`src/rtl/fp_sub_ieee754_seq.sv`:
```
// fp_sub_ieee754_seq: multi-cycle IEEE-754 single-precision subtractor, result = a - b.
// Small-area companion to the combinational float adder: it aligns, adds or subtracts
// and handles the carry in fixed cycles, then normalizes one bit per cycle.
// Truncating rounding. Denormal inputs are flushed to zero. Any NaN or Inf input
// gives the quiet NaN 0x7FC00000.
// Ports:
//   clk, rst              rising-edge clock, synchronous active-high reset
//   in_valid / in_ready   operand handshake; in_ready is high only in IDLE
//   a, b                  minuend and subtrahend
//   out_valid / out_ready result handshake; result stays stable while out_valid is high
//   result                a - b
//   busy                  high whenever the block is not in IDLE
module fp_sub_ieee754_seq #(
  parameter int WIDTH = 32,
  parameter int EXP_W = 8,
  parameter int MAN_W = 23
) (
  input  logic             clk,
  input  logic             rst,
  input  logic             in_valid,
  output logic             in_ready,
  input  logic [WIDTH-1:0] a,
  input  logic [WIDTH-1:0] b,
  output logic             out_valid,
  input  logic             out_ready,
  output logic [WIDTH-1:0] result,
  output logic             busy
);
  localparam int               DW      = MAN_W + 2;  // carry + hidden + fraction
  localparam logic [EXP_W-1:0] EXP_MAX = '1;
  localparam logic [EXP_W-1:0] EXP_ONE = EXP_W'(1);
  localparam logic [EXP_W-1:0] DW_E    = EXP_W'(DW);
  localparam logic [WIDTH-1:0] QNAN    = {1'b0, EXP_MAX, 1'b1, {(MAN_W-1){1'b0}}};

  typedef enum logic [2:0] {IDLE, ALIGN, ADD, NORM, DONE} state_t;
  state_t state_q, state_d;

  logic [WIDTH-1:0] a_q, a_d, b_q, b_d, res_q, res_d;
  logic             sx_q, sx_d, sub_q, sub_d, fin_q, fin_d;
  logic [EXP_W-1:0] ex_q, ex_d;
  logic [DW-1:0]    mx_q, mx_d, my_q, my_d;

  // Unpacked operands and the adder output.
  logic [EXP_W-1:0] ea, eb, diff;
  logic [DW-1:0]    ma, mb, sml, sum;
  logic             sa, sb, a_big;

  always_comb begin
    ea    = a_q[WIDTH-2 -: EXP_W];
    eb    = b_q[WIDTH-2 -: EXP_W];
    ma    = (ea == '0) ? '0 : {2'b01, a_q[MAN_W-1:0]};
    mb    = (eb == '0) ? '0 : {2'b01, b_q[MAN_W-1:0]};
    sa    = a_q[WIDTH-1];
    sb    = ~b_q[WIDTH-1];  // subtracting b means adding -b
    a_big = {ea, ma[MAN_W-1:0]} >= {eb, mb[MAN_W-1:0]};
    diff  = a_big ? (ea - eb) : (eb - ea);
    sml   = a_big ? mb : ma;
    // X always has the larger magnitude, so X - smaller never goes negative.
    sum   = sub_q ? (mx_q - my_q) : (mx_q + my_q);
  end

  // Every result leaves through NORM. A result that is already final (NaN, zero
  // or Inf) has fin set and passes through NORM in one cycle. This fixes special
  // results at latency 2 (NaN) or 3 (zero or Inf).
  always_comb begin
    state_d = state_q;
    a_d     = a_q;
    b_d     = b_q;
    res_d   = res_q;
    sx_d    = sx_q;
    sub_d   = sub_q;
    fin_d   = fin_q;
    ex_d    = ex_q;
    mx_d    = mx_q;
    my_d    = my_q;
    case (state_q)
      IDLE: if (in_valid) begin
        a_d     = a;
        b_d     = b;
        fin_d   = 1'b0;
        state_d = ALIGN;
      end
      ALIGN: begin
        sx_d  = a_big ? sa : sb;
        sub_d = sa ^ sb;
        ex_d  = a_big ? ea : eb;
        mx_d  = a_big ? ma : mb;
        my_d  = (diff >= DW_E) ? '0 : (sml >> diff);
        if (ea == EXP_MAX || eb == EXP_MAX) begin
          res_d   = QNAN;
          fin_d   = 1'b1;
          state_d = NORM;
        end else begin
          state_d = ADD;
        end
      end
      ADD: begin
        state_d = NORM;
        if (sum == '0) begin
          // Exact cancellation gives +0. A zero sum from two zeros keeps the sign.
          res_d = sub_q ? '0 : {sx_q, {(WIDTH-1){1'b0}}};
          fin_d = 1'b1;
        end else if (sum[DW-1]) begin
          mx_d = sum >> 1;
          ex_d = ex_q + 1'b1;
          if (ex_q == EXP_MAX - 1'b1) begin
            res_d = {sx_q, EXP_MAX, {MAN_W{1'b0}}};
            fin_d = 1'b1;
          end
        end else begin
          mx_d = sum;
        end
      end
      NORM: begin
        if (fin_q) begin
          state_d = DONE;
        end else if (mx_q[DW-2]) begin
          res_d   = {sx_q, ex_q, mx_q[MAN_W-1:0]};
          state_d = DONE;
        end else if (ex_q == EXP_ONE) begin
          // The value fell below the smallest normal. Flush it to a signed zero.
          res_d   = {sx_q, {(WIDTH-1){1'b0}}};
          state_d = DONE;
        end else begin
          mx_d = mx_q << 1;
          ex_d = ex_q - 1'b1;
        end
      end
      DONE: if (out_ready) state_d = IDLE;
      default: state_d = IDLE;
    endcase
  end

  always_ff @(posedge clk) begin
    if (rst) begin
      state_q <= IDLE;
      a_q     <= '0;
      b_q     <= '0;
      res_q   <= '0;
      sx_q    <= 1'b0;
      sub_q   <= 1'b0;
      fin_q   <= 1'b0;
      ex_q    <= '0;
      mx_q    <= '0;
      my_q    <= '0;
    end else begin
      state_q <= state_d;
      a_q     <= a_d;
      b_q     <= b_d;
      res_q   <= res_d;
      sx_q    <= sx_d;
      sub_q   <= sub_d;
      fin_q   <= fin_d;
      ex_q    <= ex_d;
      mx_q    <= mx_d;
      my_q    <= my_d;
    end
  end

  assign in_ready  = (state_q == IDLE);
  assign busy      = (state_q != IDLE);
  assign out_valid = (state_q == DONE);
  assign result    = res_q;
endmodule
```
`config.mk`:
```
export PLATFORM = sky130hd
export DESIGN_NAME = fp_sub_ieee754_seq
export DESIGN_NICKNAME = d
export VERILOG_FILES = /design/src/rtl/fp_sub_ieee754_seq.sv
export SDC_FILE = /design/constraint.sdc
export NUM_CORES = 1
export LEC_CHECK = 0
export CAP_MARGIN = 20
export CORE_MARGIN = 2
export CORE_UTILIZATION = 54
export CTS_BUF_LIST = sky130_fd_sc_hd__clkbuf_16
export DETAILED_ROUTE_END_ITERATION = 8
export PLACE_DENSITY = 0.78
export RECOVER_POWER = 100
export SLEW_MARGIN = 20
export SYNTH_ARGS = -nofsm -noshare
export SYNTH_HDL_FRONTEND = slang
export SYNTH_SLANG_ARGS = --single-unit
```
`constraint.sdc`:
```
create_clock -name clk -period 4.75 [get_ports clk]
set_input_delay 0.475 -clock clk [delete_from_list [all_inputs] [get_ports clk]]
set_output_delay 0.475 -clock clk [all_outputs]
set_load 0.01 [all_outputs]
```
==> flow_metrics.env <==
export IMPL_synth_edff_count=0
export IMPL_reg2reg_slack_ns=0.06
export IMPL_internal_power_mw=4.52
export IMPL_synth_seq_cells=158
export IMPL_power_frac_seq=0.180
export IMPL_hpwlAfterDp_um=31100
export IMPL_yosys_area_share_simple=0.242
export IMPL_powerDensity_mw_per_mm2=516
export IMPL_synthXorXnorAreaFrac=0.0290
export IMPL_cp_data_required_time_ns=5.12
export IMPL_drive_gt1_frac=0.198
export IMPL_power_mw=8.32
export IMPL_pwr_share_comb=0.652
export IMPL_area_delta_synth_final_pct=27.0
export IMPL_finalCriticalPeriod_ns=4.69
export IMPL_yosys_warnings=0
export IMPL_cp_max_fo=6
export IMPL_yosysUniqueCellTypes=94
export IMPL_syn_area_sq_mm=0.0127
export IMPL_wire_per_inst_um=18.7
export IMPL_cts_max_level=4
export IMPL_syn_num_nets=1793
export IMPL_cts_made_buffers=17
export IMPL_leakage_nw=6.65
export IMPL_drc=0
export IMPL_drt_iter0_markers=1112
export IMPL_hold_viol_final=0
export IMPL_num_fill_cells=1971
export IMPL_insertedDiodeCount=0
export IMPL_max_freq_mhz=213
export IMPL_cts_root_buf="clkbuf_16"
export IMPL_dr_pass1_iters=5
export IMPL_clkLatencyLatePin_ns=0.44
export IMPL_grt_pass1_wl_um=63400
export IMPL_worst_ep_arrival_time_ns=5.06
export IMPL_cts_clk_slew_worst_paths_ns=0.08
export IMPL_grt_max_degree=67
export IMPL_post_place_cells=2146
export IMPL_rows=56
export IMPL_antenna_found_initial=1
export IMPL_die_x_um=157
export IMPL_start_kind="flip-flop"
export IMPL_layout_nets=1998
export IMPL_utilization=0.694
export IMPL_overflow=0
export IMPL_worst_r2r_path_depth=21
export IMPL_synth_seq_area_share=0.249
export IMPL_min_path_type="reg -> reg"
export IMPL_r2r_start="my_q[4]"
export IMPL_synth_top_family_by_area="simple AND/OR/NAND/NOR gates"
export IMPL_vdd_drop_max_mv=0.272
export IMPL_grt_pass1_vias=12200
export IMPL_top_layer="met5"
export IMPL_clock_path_buffers=2
export IMPL_synth_compound_area_share=0.232
export IMPL_ant_nets=0
export IMPL_end_kind="flip-flop"
export IMPL_slew_viol_final=0
export IMPL_route_met3_wl_um=2310
export IMPL_p_clk_frac=0.168
export IMPL_setup_slack_ns=0.0563
export IMPL_routed_wl_um=41100
export IMPL_p_sw_frac=0.456
export IMPL_rsz0062_at_grt="true"
export IMPL_synthFlopType="dfxtp_1"
export IMPL_initial_utilization=0.546
export IMPL_post_place_ws_ns=-0.168
export IMPL_cts_hold_buf=0
export IMPL_hold_path_depth=2
export IMPL_vias_per_cell=6.00
export IMPL_wl_met1_um=17500
export IMPL_synth_fa_ha_area_frac=0.0707
export IMPL_cts_tree="yes"
export IMPL_muxShareOfSynthArea=0.114
export IMPL_crit_type="reg -> reg"
export IMPL_io_pins=103
export IMPL_stdcell_count=2192
export IMPL_multi_input_area_sq_mm=0.00906
export IMPL_regArea_sq_mm=0.00316
export IMPL_finalSetupViolCount=0
export IMPL_timing_slew_headroom=0.432
export IMPL_skew_ns=0.0168
export IMPL_die_area_sq_mm=0.0248
export IMPL_hold_start="a_q[17]"
export IMPL_port_buffers=102
export IMPL_clkSinkCount=158
export IMPL_whs_ns=0.455
export IMPL_wl_met2_um=19400
export IMPL_drv_cap=0
export IMPL_p_sw_mw=3.80
export IMPL_holdPathEnd="a_q[17]"
export IMPL_core_area_sq_mm=0.0233
export IMPL_dr_total_vias=13200
export IMPL_die_y_um=157
export IMPL_r2r_end="result[21]"
export IMPL_synth_async_reset_ratio=0
export IMPL_period_share=0.988
export IMPL_outcome="complete, no violations"
export IMPL_tightest_slew_ns=0.851
export IMPL_grt_total_usage=0.323
export IMPL_routabilityCongestion=1.01
export IMPL_synthCells=1655
export IMPL_syn_avg_cell_area_sq_um=7.68
[kinds of logic after synthesis]
kind of cell / count (synthesis)
muxes: 114
and+or+nand+nor: 641
buffers and inverters: 188
adders and majority gates: 70
DFF: 158
xor gates and xnor gates: 42
AOI/OAI and AO/OA: 442
[worst max-delay path by stage]
stage	startpoint	end	slack, ns	depth (start not counted)
finish	my_q[4]	result[21]	0.06	21
global route	my_q[1]	result[20]	-0.15	21
CTS	my_q[2]	result[6]	0.02	19
detailed placement	my_q[2]	result[6]	-0.17	20
global placement	my_q[2]	result[27]	-0.12	19
floorplan	my_q[2]	mx_q[17]	0.005	19
[per-stage QoR]
| stage | TNS, ns | cell area [sq um] |
|---|---|---|
| 2_1_floorplan | 0 | 12700 |
| 3_3_place_gp | -2.85 | 15000 |
| 3_5_place_dp | -5.45 | 15000 |
| 4_1_cts | 0 | 15700 |
| 5_1_grt | -3.66 | 16100 |
| 6_report | 0 | 16100 |
[metal layers]
metal  global-route usage  vias to the layer above
met1                0.408                     6217
met2                0.545                      498
met4                0.145                        2
li1                     -                     6323
met3               0.0463                      111
met5                    0                        -
[power by group through the flow]
stage	Clock [mW]	Combinational [mW]	Sequential, mW
2_1_floorplan	0	3.15	1.50
3_3_place_gp	0	4.80	1.52
3_5_place_dp	0	4.84	1.52
4_1_cts	1.40	4.95	1.49
5_1_grt	1.46	5.78	1.51
6_report	1.40	5.42	1.50
[worst max-delay path, stage by stage (launching register included)]
cell       delay, ns
dfxtp_2         0.32
or4_4           0.56
nor3_4          0.19
buf_4           0.14
a21oi_2         0.05
xnor2_1         0.14
ha_1            0.31
and3_4          0.18
a31oi_1         0.14
o21ai_1         0.10
a311o_2         0.40
buf_6           0.15
a2111o_1        0.39
o311ai_4        0.09
xnor2_2         0.14
nor4_4          0.34
buf_4           0.19
a21oi_4         0.07
a21oi_4         0.21
buf_12          0.16
clkbuf_16       0.16
mux2i_1         0.18
[registers in the layout (all words and copies together), names as in the netlist]
name / count
mx_q: 24
sx_q: 1
result: 32
my_q: 24
b_q: 32
sub_q: 1
ex_q: 8
a_q: 32
state_q: 3
fin_q: 1
[cells in the final DEF (no fill, tap or decap), drive strengths merged, types with 32 or more instances in the layout]
master / netlist / routed
dlygate4sd3: 0 / 32
a221oi: 39 / 39
a21oi: 182 / 182
mux2i: 68 / 68
ha: 67 / 67
nand2: 281 / 281
clkdlybuf4s50: 0 / 69
dfxtp: 158 / 158
o21ai: 69 / 69
inv: 79 / 87
nor2: 128 / 128
buf: 29 / 192
[synthesized netlist by cell type, types with 8 or more instances]
cell / instances / area, sq um
or3_1: 11 / 68.8
a21o_1: 23 / 173
inv_1: 78 / 293
nor2b_1: 29 / 181
a21oi_1: 180 / 901
xor2_1: 11 / 96.3
nor2_1: 124 / 465
nor3_1: 28 / 140
buf_2: 13 / 65.1
nand4_1: 13 / 81.3
a31oi_1: 9 / 56.3
a221oi_1: 28 / 245
and3_1: 18 / 113
a32oi_1: 9 / 78.8
and2_1: 26 / 163
o31ai_1: 8 / 60.1
ha_1: 67 / 838
o211ai_1: 11 / 82.6
nand2b_1: 29 / 181
mux2_4: 10 / 150
a221oi_2: 11 / 165
dfxtp_1: 158 / 3160
o21ai_0: 65 / 325
mux2_2: 18 / 203
buf_6: 9 / 101
nand2_1: 279 / 1050
mux4_2: 16 / 360
nand3_1: 26 / 130
nor4_1: 11 / 68.8
mux2i_1: 68 / 681
xnor2_1: 31 / 272
clkbuf_1: 80 / 300
a211oi_1: 18 / 135
[area by class of cell]
class,count,share of cell area
Multi-Input combinational cell,1309,0.561
Sequential cell,158,0.196
Timing Repair Buffer,295,0.163
Clock buffer,17,0.0264
Tap cell,319,0.0247
Inverter,79,0.0184
Clock inverter,15,0.0104
[timing repair]
item	CTS	global route
gates resized for setup	5	66
hold endpoints to repair	0	0
pin swaps	2	52
setup endpoints to repair	54	83
gates cloned	0	3
buffers inserted	2	9
No activity file was read; power rests on OpenSTA's default activity.
